**src/rtl/weighted_rr_read_scheduler_pkg.sv**
```systemverilog
// Shared constants, FSM encoding and helpers for the weighted round-robin
// read scheduler.
package weighted_rr_read_scheduler_pkg;

    localparam int NPORT = 4;
    localparam int DW    = 8;
    localparam int WW    = 4;

    // IDLE: no read issued last cycle. BURST: port cur is being drained.
    localparam logic [0:0] ST_IDLE  = 1'b0;
    localparam logic [0:0] ST_BURST = 1'b1;

    // Index of the set bit in a one-hot (or zero) 4-bit vector; zero maps to 0.
    function automatic logic [1:0] onehot_to_idx(input logic [3:0] oh);
        logic [1:0] idx;
        idx = 2'd0;
        for (int i = 0; i < NPORT; i++) begin
            if (oh[i]) begin
                idx = 2'(i);
            end
        end
        return idx;
    endfunction

endpackage

```
**src/rtl/weighted_rr_read_scheduler_rr_next_sel.sv**
```systemverilog
// Rotating-priority search: first eligible port among cur+1, cur+2, cur+3, cur.
module rr_next_sel
    import weighted_rr_read_scheduler_pkg::*;
(
    input  logic [1:0] cur,
    input  logic [3:0] elig,
    output logic       found,
    output logic [1:0] next
);

    // Walk the ring starting just after cur; cur itself is the last resort.
    always_comb begin
        logic [1:0] cand;
        found = 1'b0;
        next  = cur;
        cand  = cur;
        for (int i = 1; i <= NPORT; i++) begin
            cand = cur + 2'(i);
            if (!found && elig[cand]) begin
                found = 1'b1;
                next  = cand;
            end
        end
    end

endmodule

```
**src/rtl/weighted_rr_read_scheduler.sv**
```systemverilog
// Weighted round-robin drain of four FIFOs onto one bus. A port keeps the
// grant for up to weight[port] consecutive reads, then the grant rotates.
// Read data returns one cycle after ren; valid/grant_id/dout follow it.
//
// Handshake: ren[i] is a single-cycle read strobe, only ever raised when
// empty[i]=0 and weight[i]!=0; the FIFO word arrives the following cycle,
// where valid=1 marks dout as a real word from port grant_id. There is no
// backpressure: the downstream consumer must accept every valid word.
module weighted_rr_read_scheduler
    import weighted_rr_read_scheduler_pkg::*;
#(
    parameter int DW = weighted_rr_read_scheduler_pkg::DW,
    parameter int WW = weighted_rr_read_scheduler_pkg::WW
) (
    input  logic          clk,
    input  logic          rst_n,
    input  logic [3:0]    empty,
    input  logic [DW-1:0] a,
    input  logic [DW-1:0] b,
    input  logic [DW-1:0] c,
    input  logic [DW-1:0] d,
    input  logic          cfg_wen,
    input  logic [1:0]    cfg_idx,
    input  logic [WW-1:0] cfg_weight,
    output logic [3:0]    ren,
    output logic [DW-1:0] dout,
    output logic          valid,
    output logic [1:0]    grant_id
);

    logic [WW-1:0] weight [NPORT];
    logic [WW-1:0] used;
    logic [1:0]    cur;
    logic [0:0]    state;

    logic [3:0]    elig;
    logic          stay;
    logic          found;
    logic [1:0]    next;
    logic [1:0]    ren_idx;

    // A port may be picked only when it has data and a nonzero quota.
    always_comb begin
        elig = 4'b0000;
        for (int i = 0; i < NPORT; i++) begin
            elig[i] = !empty[i] && (weight[i] != '0);
        end
    end

    // Continue the current burst while data remains and quota is left.
    always_comb begin
        stay = (state == ST_BURST) && !empty[cur] && (used < weight[cur]);
    end

    rr_next_sel u_next_sel (
        .cur   (cur),
        .elig  (elig),
        .found (found),
        .next  (next)
    );

    // Read enable: stay on cur, else move on the same cycle; silent in reset.
    always_comb begin
        ren = 4'b0000;
        if (rst_n) begin
            if (stay) begin
                ren[cur] = 1'b1;
            end else if (found) begin
                ren[next] = 1'b1;
            end
        end
    end

    always_comb begin
        ren_idx = onehot_to_idx(ren);
    end

    // Weight table: reset to quota 1 everywhere, reset wins over writes.
    always_ff @(posedge clk) begin
        if (!rst_n) begin
            for (int i = 0; i < NPORT; i++) begin
                weight[i] <= WW'(1);
            end
        end else if (cfg_wen) begin
            weight[cfg_idx] <= cfg_weight;
        end
    end

    // Burst FSM: track the granted port and how many reads it has used.
    always_ff @(posedge clk) begin
        if (!rst_n) begin
            state <= ST_IDLE;
            cur   <= 2'd0;
            used  <= '0;
        end else if (stay) begin
            used  <= used + WW'(1);
        end else if (found) begin
            state <= ST_BURST;
            cur   <= next;
            used  <= WW'(1);
        end else begin
            state <= ST_IDLE;
        end
    end

    // Output tag: the word read this cycle is presented next cycle.
    always_ff @(posedge clk) begin
        if (!rst_n) begin
            valid    <= 1'b0;
            grant_id <= 2'd0;
        end else begin
            valid    <= |ren;
            grant_id <= ren_idx;
        end
    end

    // Data mux by the registered grant; zero when nothing was read.
    always_comb begin
        dout = '0;
        if (valid) begin
            case (grant_id)
                2'd0:    dout = a;
                2'd1:    dout = b;
                2'd2:    dout = c;
                default: dout = d;
            endcase
        end
    end

endmodule

```
**config.mk**
```make
export PLATFORM = sky130hd
export DESIGN_NAME = weighted_rr_read_scheduler
export DESIGN_NICKNAME = d
export VERILOG_FILES = /design/src/rtl/weighted_rr_read_scheduler_pkg.sv /design/src/rtl/weighted_rr_read_scheduler_rr_next_sel.sv /design/src/rtl/weighted_rr_read_scheduler.sv
export SDC_FILE = /design/constraint.sdc
export NUM_CORES = 1
export LEC_CHECK = 0
export ABC_AREA = 0
export CORE_MARGIN = 2
export CORE_UTILIZATION = 35
export CTS_CLUSTER_DIAMETER = 30
export DETAILED_ROUTE_END_ITERATION = 6
export HOLD_SLACK_MARGIN = 0.08
export SKIP_CTS_REPAIR_TIMING = 1
export SLEW_MARGIN = 15
export SYNTH_ARGS = -nofsm -noshare
export SYNTH_HDL_FRONTEND = slang
export SYNTH_HIERARCHICAL = 1
export SYNTH_SLANG_ARGS = --single-unit
```
**constraint.sdc**
```tcl
create_clock -name clk -period 3.6 [get_ports clk]
set_input_delay 0.72 -clock clk [delete_from_list [all_inputs] [get_ports clk]]
set_output_delay 0.72 -clock clk [all_outputs]
set_load 0.05 [all_outputs]
```
==> impl_metrics.json <==
{
  "status": "finished, final reports clean",
  "skew_ps": 6.07,
  "min_period_ps": 3540,
  "hold_viol": 0,
  "drc": 0,
  "viasPerCell": 5.11,
  "worst_hold_slack_ps": 550,
  "crit_path_start_kind": "input pin",
  "power_density_mw_per_mm2": 420,
  "yosysWarnings": 6,
  "grt_pass1_vias": 1545,
  "most-common-layout-cells": "clkdlybuf4s50_1 (55), and2_1 (19), edfxtp_1 (16)",
  "start_util_pct": 36.6,
  "yosys-top-cells-area": "edfxtp_1 (27%), mux4_2 (15%), dfxtp_1 (14%)",
  "path_cells": "clkdlybuf4s50_1 > mux4_2 > a2111oi_4 > o31a_1 > buf_4 > nor3_1 > o21a_1 > buf_12",
  "synth.top_cell.area_share_pct": 27.4,
  "yosys.area.top_type": "edfxtp_1",
  "cts_tree": "built",
  "ys_ff_latch": 28,
  "place.port_buffers": 59,
  "hold_class": "register to register",
  "core_mm2": 0.00479,
  "grt.overflow.total": 0,
  "dieArea_mm2": 0.00559,
  "ys_types": 36,
  "avgSynthCellArea_um2": 10.9,
  "crit_path_end_kind": "output port",
  "cts_buffers": 3,
  "die-height_um": 74.8,
  "cp_slowest_cell": "mux4_2",
  "max-slew-margin-rel_pct": 50.7,
  "cts.path.max_buffers": 2,
  "path_max_fanout": 4,
  "final.period_utilization_pct": 98.5,
  "yosysSeqAreaShare_pct": 41.1,
  "report.final.slew_viol_count": 0,
  "vias": 1503,
  "die_w_um": 74.8,
  "cts_sinks": 28,
  "arrival_ps": 2820,
  "netlist_instances": 161,
  "htree_levels": 1,
  "cts.clk_slew.worst_paths_ps": 100,
  "wl_um": 4750,
  "grt_use_total_pct": 17.6,
  "syn-cell-area_mm2": 0.00175,
  "grt_pass1_wl_um": 7320,
  "area_growth_pct": 47.8,
  "clk_latency_ps": 280,
  "finalSetupViolCount": 0,
  "layout.nets": 277,
  "critPathRequiredTime_ps": 2880,
  "cts-root-buf": "clkbuf_8",
  "irDropWorstVdd_v": 0.000247,
  "dr.first_iter.drc_count": 39,
  "worstMarginPinSlew_ps": 733,
  "syn-num-nets": 210,
  "place_hpwl_um": 3810,
  "fmax_mhz": 282,
  "grt_max_degree": 17,
  "antenna_found_initial": 0,
  "antennaDiodeCount": 0,
  "path_class": "input pin to output port",
  "post_drt_wl_per_cell_um": 16.2,
  "routabilityCongestion": 0.800,
  "drive_gt1_share_pct": 14.5,
  "firstDrtPassIters": 4,
  "postRouteAntennaNets": 0,
  "layout_commonest_cell": "clkdlybuf4s50_1",
  "ios": 60,
  "row_count": 25,
  "p_leak_nw": 0.938,
  "fin_util_pct": 54.1,
  "slowest_delay_ps": 510,
  "cap_violations": 0
}
[power breakdown]
part / switching (mW) / total (mW) / internal, mW / leakage [nW]
registers: 0.0490 / 0.418 / 0.369 / 0.256
logic: 0.201 / 0.415 / 0.215 / 0.646
clock network: 0.107 / 0.256 / 0.149 / 0.0357
total: 0.356 / 1.09 / 0.733 / 0.938
[state kept, by name, indices dropped and copies added (netlist names), named ones only]
| name | count |
|---|---|
| valid | 1 |
| cur | 2 |
| grant_id | 2 |
| weight | 16 |
| used | 4 |
| state | 1 |
[area by class of cell]
class / instances / area [um2]
sequential: 28 / 724
clock inverter: 1 / 30.0
multi-input combinational: 119 / 987
inverter: 9 / 33.8
clock buffer: 3 / 41.3
fill: 428 / 2190
timing repair buffer: 67 / 691
tap: 67 / 83.8
[Yosys cell counts, drive strengths merged]
master,instances
a31oi,1
nand2b,8
and3b,1
nand4,1
nor3,7
o31a,1
nand2,8
nand3,3
inv,9
o211ai,1
o22ai,1
o211a,1
nor4,5
ha,4
mux4,12
nor3b,3
or2,1
a221o,1
a21oi,4
o31ai,1
mux2i,3
or4,1
a21boi,2
o21ai,4
nor2b,2
and3,3
a2111oi,1
dfxtp,12
nand3b,1
clkbuf,4
buf,1
nor2,10
nor4b,2
and2,19
o21a,7
edfxtp,16
[worst paths after layout]
path	from	to	slack, ps	depth (start not counted)
setup / recovery	empty[0]	ren[1]	60	8
hold reg to reg	used[3]	used[3]	550	2
hold / removal	used[3]	used[3]	550	2
setup reg to reg	register	used[0]	1140	9
[kinds of logic (layout without fill, tap and decap cells)]
family	Yosys count	count (layout)	synth area share (%)
mux	15	15	17.1
buf+inv	14	80	3.43
fa+ha+maj	4	4	2.86
simple gates	75	75	24.3
flops	28	28	41.1
compound gates	25	25	11.2
[critical path: cells and delay by family]
family | cells | cell delay [ps]
AOI/OAI and AO/OA | 3 | 800
buffers and inverters | 3 | 750
muxes | 1 | 510
and+or+nand+nor | 1 | 50
[metal layers]
| metal | global-route usage [%] | wire [um] |
|---|---|---|
| met1 | 19.6 | 1880 |
| met4 | 6.15 | 57 |
| met2 | 33.6 | 2550 |
| met5 | 0 | 0 |
| met3 | 3.08 | 261 |
[through the flow]
| stage | setup TNS, ps | setup slack, ps | power, mW | cells | cell area (um2) |
|---|---|---|---|---|---|
| 6_report | 0 | 55.6 | 1.09 | 294 | 2590 |
| 5_1_grt | -87.0 | -59.5 | 1.14 | 294 | 2590 |
| 4_1_cts | -74.2 | -63.9 | 1.08 | 293 | 2560 |
| 3_5_place_dp | 0 | 10.0 | 0.835 | 289 | 2490 |
| 3_3_place_gp | 0 | 45.3 | 0.825 | 289 | 2490 |
| 2_1_floorplan | 0 | 144 | 0.666 | 161 | 1750 |
Power figures use the tool's default switching activity.
